<file path="src/rtl/reg_bus_pkg.sv">
// Shared constants for the register-bus read controller: FSM state
// encoding, state register width and settle counter width.
package reg_bus_pkg;

    localparam int STATE_W      = 2;
    localparam int SETTLE_CNT_W = 4;

    typedef enum logic [STATE_W-1:0] {
        IDLE    = 2'd0,
        DRIVE   = 2'd1,
        RESP    = 2'd2,
        SAMPLE2 = 2'd3
    } state_t;

endpackage

</file>
<file path="src/rtl/reg_bus_settle_cnt.sv">
// Loadable settle down-counter. A load or decrement only takes effect on
// a Tick cycle. Zero is the terminal-count flag the controller compares against.
module reg_bus_settle_cnt #(
    parameter int Width = 4
) (
    input  logic             Clock,
    input  logic             Reset,
    input  logic             Tick,
    input  logic             Load,
    input  logic [Width-1:0] LoadValue,
    input  logic             Dec,
    output logic             Zero
);

    logic [Width-1:0] count;

    // Load has priority over decrement; the count never wraps below zero.
    always_ff @(posedge Clock) begin
        if (Reset) begin
            count <= '0;
        end else if (Tick) begin
            if (Load) begin
                count <= LoadValue;
            end else if (Dec && (count != '0)) begin
                count <= count - Width'(1);
            end
        end
    end

    assign Zero = (count == '0);

endmodule

</file>
<file path="src/rtl/reg_bus_read_ctrl.sv">
// Read-side initiator for the shared tri-state register bus.
// Accepts one read request, pulls exactly one active-low select, waits
// SettleCycles extra Tick cycles, samples the bus and returns the data on a
// valid/ready response port.
// Optional build macro: REG_BUS_DOUBLE_SAMPLE_EN -- samples the bus on two
// consecutive Tick cycles and flags RspErr when the two samples disagree.
//
// state   | meaning
// --------+---------------------------------------------------------------
// IDLE    | no request in flight, all selects released, ReqReady high
// DRIVE   | one select low, counting down the settle time
// SAMPLE2 | (double-sample build) first sample taken, select still low
// RESP    | response held on RspValid until the consumer takes it
module reg_bus_read_ctrl
    import reg_bus_pkg::*;
#(
    parameter int NrOfBits     = 8,
    parameter int NrOfRegs     = 4,
    parameter int SelBits      = 2,
    parameter int SettleCycles = 1
) (
    input  logic                Clock,
    input  logic                Reset,
    input  logic                Tick,
    input  logic                ReqValid,
    input  logic [SelBits-1:0]  ReqAddr,
    output logic                ReqReady,
    output logic [NrOfRegs-1:0] cs,
    input  logic [NrOfBits-1:0] BusData,
    output logic                RspValid,
    output logic [NrOfBits-1:0] RspData,
    output logic [SelBits-1:0]  RspAddr,
    output logic                RspErr,
    input  logic                RspReady
);

    state_t              state;
    logic                addr_in_range;
    logic [NrOfRegs-1:0] cs_decode;
    logic                cnt_load;
    logic                cnt_dec;
    logic                cnt_zero;

`ifdef REG_BUS_DOUBLE_SAMPLE_EN
    logic [NrOfBits-1:0] first_sample;
`endif

    // Address range check and one-cold select decode of the request index.
    always_comb begin
        addr_in_range = (int'(ReqAddr) < NrOfRegs);
        cs_decode     = '1;
        for (int i = 0; i < NrOfRegs; i++) begin
            cs_decode[i] = (int'(ReqAddr) != i);
        end
    end

    assign ReqReady = (state == IDLE);
    assign cnt_load = (state == IDLE) && ReqValid && addr_in_range;
    assign cnt_dec  = (state == DRIVE);

    reg_bus_settle_cnt #(
        .Width (SETTLE_CNT_W)
    ) u_settle_cnt (
        .Clock     (Clock),
        .Reset     (Reset),
        .Tick      (Tick),
        .Load      (cnt_load),
        .LoadValue (SETTLE_CNT_W'(SettleCycles)),
        .Dec       (cnt_dec),
        .Zero      (cnt_zero)
    );

    // Sequencing FSM with registered select and response outputs.
    always_ff @(posedge Clock) begin
        if (Reset) begin
            state    <= IDLE;
            cs       <= '1;
            RspValid <= 1'b0;
            RspData  <= '0;
            RspAddr  <= '0;
            RspErr   <= 1'b0;
`ifdef REG_BUS_DOUBLE_SAMPLE_EN
            first_sample <= '0;
`endif
        end else if (Tick) begin
            case (state)
                IDLE: begin
                    if (ReqValid) begin
                        RspAddr <= ReqAddr;
                        if (addr_in_range) begin
                            cs    <= cs_decode;
                            state <= DRIVE;
                        end else begin
                            RspData  <= '0;
                            RspErr   <= 1'b1;
                            RspValid <= 1'b1;
                            state    <= RESP;
                        end
                    end
                end
                DRIVE: begin
                    if (cnt_zero) begin
`ifdef REG_BUS_DOUBLE_SAMPLE_EN
                        first_sample <= BusData;
                        state        <= SAMPLE2;
`else
                        RspData  <= BusData;
                        RspErr   <= 1'b0;
                        cs       <= '1;
                        RspValid <= 1'b1;
                        state    <= RESP;
`endif
                    end
                end
`ifdef REG_BUS_DOUBLE_SAMPLE_EN
                SAMPLE2: begin
                    RspData  <= BusData;
                    RspErr   <= (BusData != first_sample);
                    cs       <= '1;
                    RspValid <= 1'b1;
                    state    <= RESP;
                end
`endif
                RESP: begin
                    if (RspReady) begin
                        RspValid <= 1'b0;
                        state    <= IDLE;
                    end
                end
                default: begin
                    cs    <= '1;
                    state <= IDLE;
                end
            endcase
        end
    end

endmodule
</file>
<file path="config.mk">
export PLATFORM = sky130hd
export DESIGN_NAME = reg_bus_read_ctrl
export DESIGN_NICKNAME = d
export VERILOG_FILES = /design/src/rtl/reg_bus_pkg.sv /design/src/rtl/reg_bus_settle_cnt.sv /design/src/rtl/reg_bus_read_ctrl.sv
export SDC_FILE = /design/constraint.sdc
export NUM_CORES = 1
export LEC_CHECK = 0
export ABC_AREA = 1
export CORE_AREA = 2 2 53 55
export DETAILED_ROUTE_END_ITERATION = 8
export DIE_AREA = 0 0 55 57
export PLACE_DENSITY = 0.67
export RECOVER_POWER = 50
export SLEW_MARGIN = 20
export SYNTH_ARGS = -nofsm -noshare
export SYNTH_HDL_FRONTEND = slang
export SYNTH_SLANG_ARGS = --single-unit
</file>
<file path="constraint.sdc">
create_clock -name Clock -period 1.4 [get_ports Clock]
set_input_delay 0.28 -clock Clock [delete_from_list [all_inputs] [get_ports Clock]]
set_output_delay 0.28 -clock Clock [all_outputs]
set_load 0.01 [all_outputs]
</file>
* Word-level counts from Yosys, hierarchy flattened *
Index checks and enable logic that the tools add are counted.
Widths: inputs -> output; s select.

word-level totals
  flip-flop bits (word level) = 21
  output and inout bits = 17

cells by class
  add/sub/neg operators = 1
  equal/unequal tests = 8
  mux-type cells = 12
  bitwise gates (word level) = 1
  reduce and logical (&&, ||, !) cells = 14

operator list
  operator             count
  $mux 4               4
  $pmux 4 s3           1
  $reduce_and 4->1     3
  $ne 2x2->1 const B   5
  $mux 2               3
  $pmux 2 s3           1
  $reduce_and 3->1     2
  $reduce_bool 2->1    3
  $logic_not 4->1      1
  $reduce_bool 4->1    1
  $sub 4x1->4 const B  1
  $eq 2x1->1 const B   1
  $eq 2x2->1 const B   1
  $logic_and 1x1->1    2
  $logic_not 2->1      1
  $mux 1               2
  $ne 2x1->1 const B   1
  $pmux 1 s2           1
  $reduce_and 2->1     1
  $not 1->1            1

* Depth between registers and ports, before layout *
  depth after elaboration = 4
  gate-level depth with buffers = 8

* By module *
A second synthesis with hierarchy kept.

second synthesis, totals
  cells, all modules = 144
  area, all modules = 1027.2 sq um

modules (own cells, without submodules)
  module              instances  cells each  area each (sq um)
  reg_bus_read_ctrl   1          97          744.5
  reg_bus_settle_cnt  1          47          282.8

* Least setup slack after synthesis *
No wires, ideal clock.

  path type = flip-flop to flip-flop
  start point = register u_settle_cnt.count[0]
  end point = register cs[0]
  data arrival time = 1.169 ns
  required time = 1.272 ns
  path slack = 0.103 ns
  cell stages (with the launch flop) = 8
  path buffers = 0
  period minus slack after synthesis = 1.297 ns
  cell sequence = dfxtp_1 -> inv_1 -> ha_1 -> nand3_4 -> nand2_1 -> nand3_1 -> nand2_1 -> nand3_1

between the ends
  word-level cells in the longest chain between the ends = 3

ends and longest elaborated chain
  item                               line                      text
  start: declaration                 reg_bus_settle_cnt.sv:15  logic [Width-1:0] count;
  start signal: assignment           reg_bus_settle_cnt.sv:23  count <= LoadValue;
  start signal: assignment           reg_bus_settle_cnt.sv:25  count <= count - Width'(1);
  $logic_not 4->1                    reg_bus_settle_cnt.sv:30  assign Zero = (count == '0);
  $ne 2x2->1 (no source line)        n/a
  $reduce_and 4->1 (no source line)  n/a
  end signal: assignment             reg_bus_read_ctrl.sv:91   cs <= cs_decode;
  end: declaration                   reg_bus_read_ctrl.sv:28   output logic [NrOfRegs-1:0] cs,

No other way between the ends.
A chain may end at the register's enable or synchronous reset.

* Worst setup path after layout *
  start point = register state[1]
  end point = output ReqReady

between the ends
  word-level cells in the longest chain between the ends = 1

ends and longest elaborated chain
  item                      line                     text
  start: declaration        reg_bus_read_ctrl.sv:37  state_t state;
  start signal: assignment  reg_bus_read_ctrl.sv:76  state <= IDLE;
  start signal: assignment  reg_bus_read_ctrl.sv:92  state <= DRIVE;
  start signal: assignment  reg_bus_read_ctrl.sv:97  state <= RESP;
  $logic_not 2->1           reg_bus_read_ctrl.sv:57  assign ReqReady = (state == IDLE);
  end: declaration          reg_bus_read_ctrl.sv:27  output logic ReqReady,

No other way between the ends.

==> metrics.md <==
| Metric | Value |
|---|---|
| Outcome | `complete, no violations` |
| Post-synthesis sequential area ratio | `44.39%` |
| Final Skew | `0.007493 ns` |
| Vias per cell | `4.893` |
| First drt pass iteration count | `4` |
| Layout fillers | `272` |
| Worst-path clk slew | `0.12 ns` |
| CP Max Fanout | `3` |
| Post-CTS Setup Bufs | `0` |
| Multi-input gate area | `449.2 sq um` |
| Std-Cell Rows | `19` |
| Gr ovfl total | `0` |
| Die extent in y | `57 um` |
| Via count | `959` |
| Vias in the first global route | `904` |
| Max rail drop VDD | `596.8 uV` |
| Yosys Warn Count | `0` |
| Yosys top cell by area | `dfxtp_1` |
| Slowest cell on the critical path | `dfxtp_1` |
| Count leader, synth | `nor2_1` |
| GRT Util Overall | `15.40%` |
| Period Utilization, post-route | `94.20%` |
| Clk sink count | `21` |
| Synth Instances | `125` |
| Simple-Gate Fraction of Synth Area | `35.27%` |
| First-pass GRT wire length | `3677 um` |
| Initial core utilization | `36.22%` |
| Ys async rst share | `0%` |
| Placed wire-length estimate | `1673 um` |
| Port Buffers | `30` |
| CTS root buffer | `clkbuf_4` |
| Core area | `2615 sq um` |
| Ranking of synthesized cells by area | `dfxtp_1, nor2_1, nand3_1, o21ai_0, inv_1` |
| Mux cell area share after synthesis | `0%` |
| Leakage | `0.6503 nW` |
| Setup CP Type | `reg2out` |
| Final Hold Viols | `0` |
| Crit path max-delay family | `flip-flops` |
| Compound-Gate Fraction of Synth Area | `10.44%` |
| Element type at the critical path start | `flip-flop` |
| Routed len/inst | `11.32 um` |
| PwrDens | `903.8 nW/um^2` |
| Initial antenna violation count | `0` |
| Antenna Nets Post-Route | `0` |
| Min Hold Slack | `0.4674 ns` |
| Worst path max stage delay | `0.43 ns` |
| Final GP Congestion | `0.7413` |
| Fmax | `0.7583 GHz` |
| Ratio of cells with drive above 1 in the final layout | `15.15%` |
| Post-synthesis net count | `141` |
| Period minus WS final | `1.319 ns` |
| Worst-path cell chain | `nor2_4, dlygate4sd2_1` |
| Mapped cell area | `947.2 sq um` |
| CP Capture Type | `output port` |
| DRT iter0 DRCs | `9` |
| Synth top cells by count | `nor2_1, dfxtp_1, nand3_1, inv_1, nand2_1` |
| Post-Synth XOR/XNOR Area | `0%` |
| Worst EP required | `1.12 ns` |
| Worst hold path type | `reg2reg` |
| CP Buf/Inv Count | `1` |
| Finish-stage setup viols | `0` |
| Synth Area in Adders | `1.321%` |
| Reg area | `421.7 sq um` |
| # nets final | `182` |
| Latest clock arrival within the worst-skew pair | `0.30 ns` |
| Synthesized flop and latch total | `21` |
| Final antenna diode count | `0` |
| TritonCTS Buffers | `3` |
| Routed wire length | `2218 um` |
| Fin. max-slew vios | `0` |
| Die area | `3135 sq um` |
| Htree depth | `1` |
| Drt drc | `0` |
| Largest net degree at the start of global routing | `17` |
| CTS Buffer Depth | `2` |
| EDFF count, synth | `0` |
| Share of the synthesized area in the top cell type | `44.39%` |
| Die W | `55 um` |
| Count of different cell masters after synthesis | `21` |
| Mean area per synthesized cell | `7.577 sq um` |
| Post-synth top flop | `dfxtp_1` |
| Synth-to-layout area growth | `43.20%` |
| Max Cap Viol | `0` |
| Total power draw | `1.226 mW` |
| Critical Path AT | `1.04 ns` |
| Num ports | `32` |
| Largest family of logic cells by synthesized area | `simple AND/OR/NAND/NOR gates` |
| CTS tree | `yes` |
## cell families after synthesis
group                      Yosys count
other                                1
adders and majority gates            1
DFF                                 21
AOI/OAI and AO/OA                   19
and+or+nand+nor                     64
buffers and inverters               19
## per-stage QoR
stage	setup TNS, ns	instances	area [sq um]	util [%]	setup slack (ns)
final	0	196	1356	51.87	0.08124
after global routing	-0.03740	196	1356	51.87	-0.01796
after CTS	0	196	1356	51.87	0.05562
after detailed placement	-1.482	192	1348	51.53	-0.1408
after global placement	-1.290	192	1348	51.53	-0.1233
after floorplan	0	125	947.2	-	0.1029
## worst min-delay path: stages, from the launching register on
cell	delay, ns
dfxtp_1	0.34
nand2_1	0.05
nand3_1	0.05
## final cells by class
class / count / area share (%)
Sequential cell: 21 / 31.09
Inverter: 17 / 4.889
Tap cell: 31 / 2.860
Clock buffer: 3 / 1.661
Timing Repair Buffer: 38 / 26.01
Multi-Input combinational cell: 85 / 33.12
Clock inverter: 1 / 0.3690
## repair_timing
item | CTS | global route
gates resized for setup | 17 | 2
hold buffers | 0 | 0
endpoints found under the hold margin | 0 | 0
gates cloned | 0 | 0
pin swaps | 0 | 0
setup endpoints to repair | 16 | 4
## placed cells by master, fill, tap and decap left out
cell type        instances
nand3_4                  1
a21oi_2                  1
inv_2                    2
clkbuf_4                 3
nor2_1                  22
o21ai_0                 11
nand2_2                  3
clkdlybuf4s50_1         14
nand4_1                  6
dfxtp_1                 20
nor2_4                   2
nor2_8                   1
inv_1                   14
inv_4                    1
ha_2                     1
buf_12                   1
nand3_1                 17
nand2_1                 11
clkinv_2                 1
a21oi_1                  7
buf_4                    7
dfxtp_2                  1
or2_0                    1
dlygate4sd2_1           16
conb_1                   1
## where the power goes
group / total [mW] / switching (mW) / leakage, nW / internal, mW
Clock: 0.287 / 0.180 / 0.0177 / 0.106
Sequential: 0.656 / 0.0212 / 0.172 / 0.635
Combinational: 0.283 / 0.146 / 0.461 / 0.137
Total: 1.23 / 0.347 / 0.650 / 0.878
## path summary, 6_finish.rpt
check / start / slack (ns) / cells after the start / end
max: state[1] / 0.08 / 2 / ReqReady
min: cs[0] / 0.47 / 2 / cs[0]
max reg2reg: u_settle_cnt.count[1] / 0.09 / 7 / RspData[0]
min reg2reg: cs[0] / 0.47 / 2 / cs[0]
## sequential cells by signal, indices dropped and copies added (netlist names)
register            flops
state                   2
cs                      4
RspAddr                 2
u_settle_cnt.count      4
RspData                 8
RspValid                1
## routing by layer
layer | global-route usage, % | vias to the layer above | routed length [um]
met5 | 0 | - | 0
met4 | 5.575 | 0 | 16
met3 | 4.188 | 2 | 128
met2 | 22.96 | 24 | 1038
met1 | 21.19 | 447 | 1035
li1 | - | 486 | -
(Power assumes the default switching activity.)
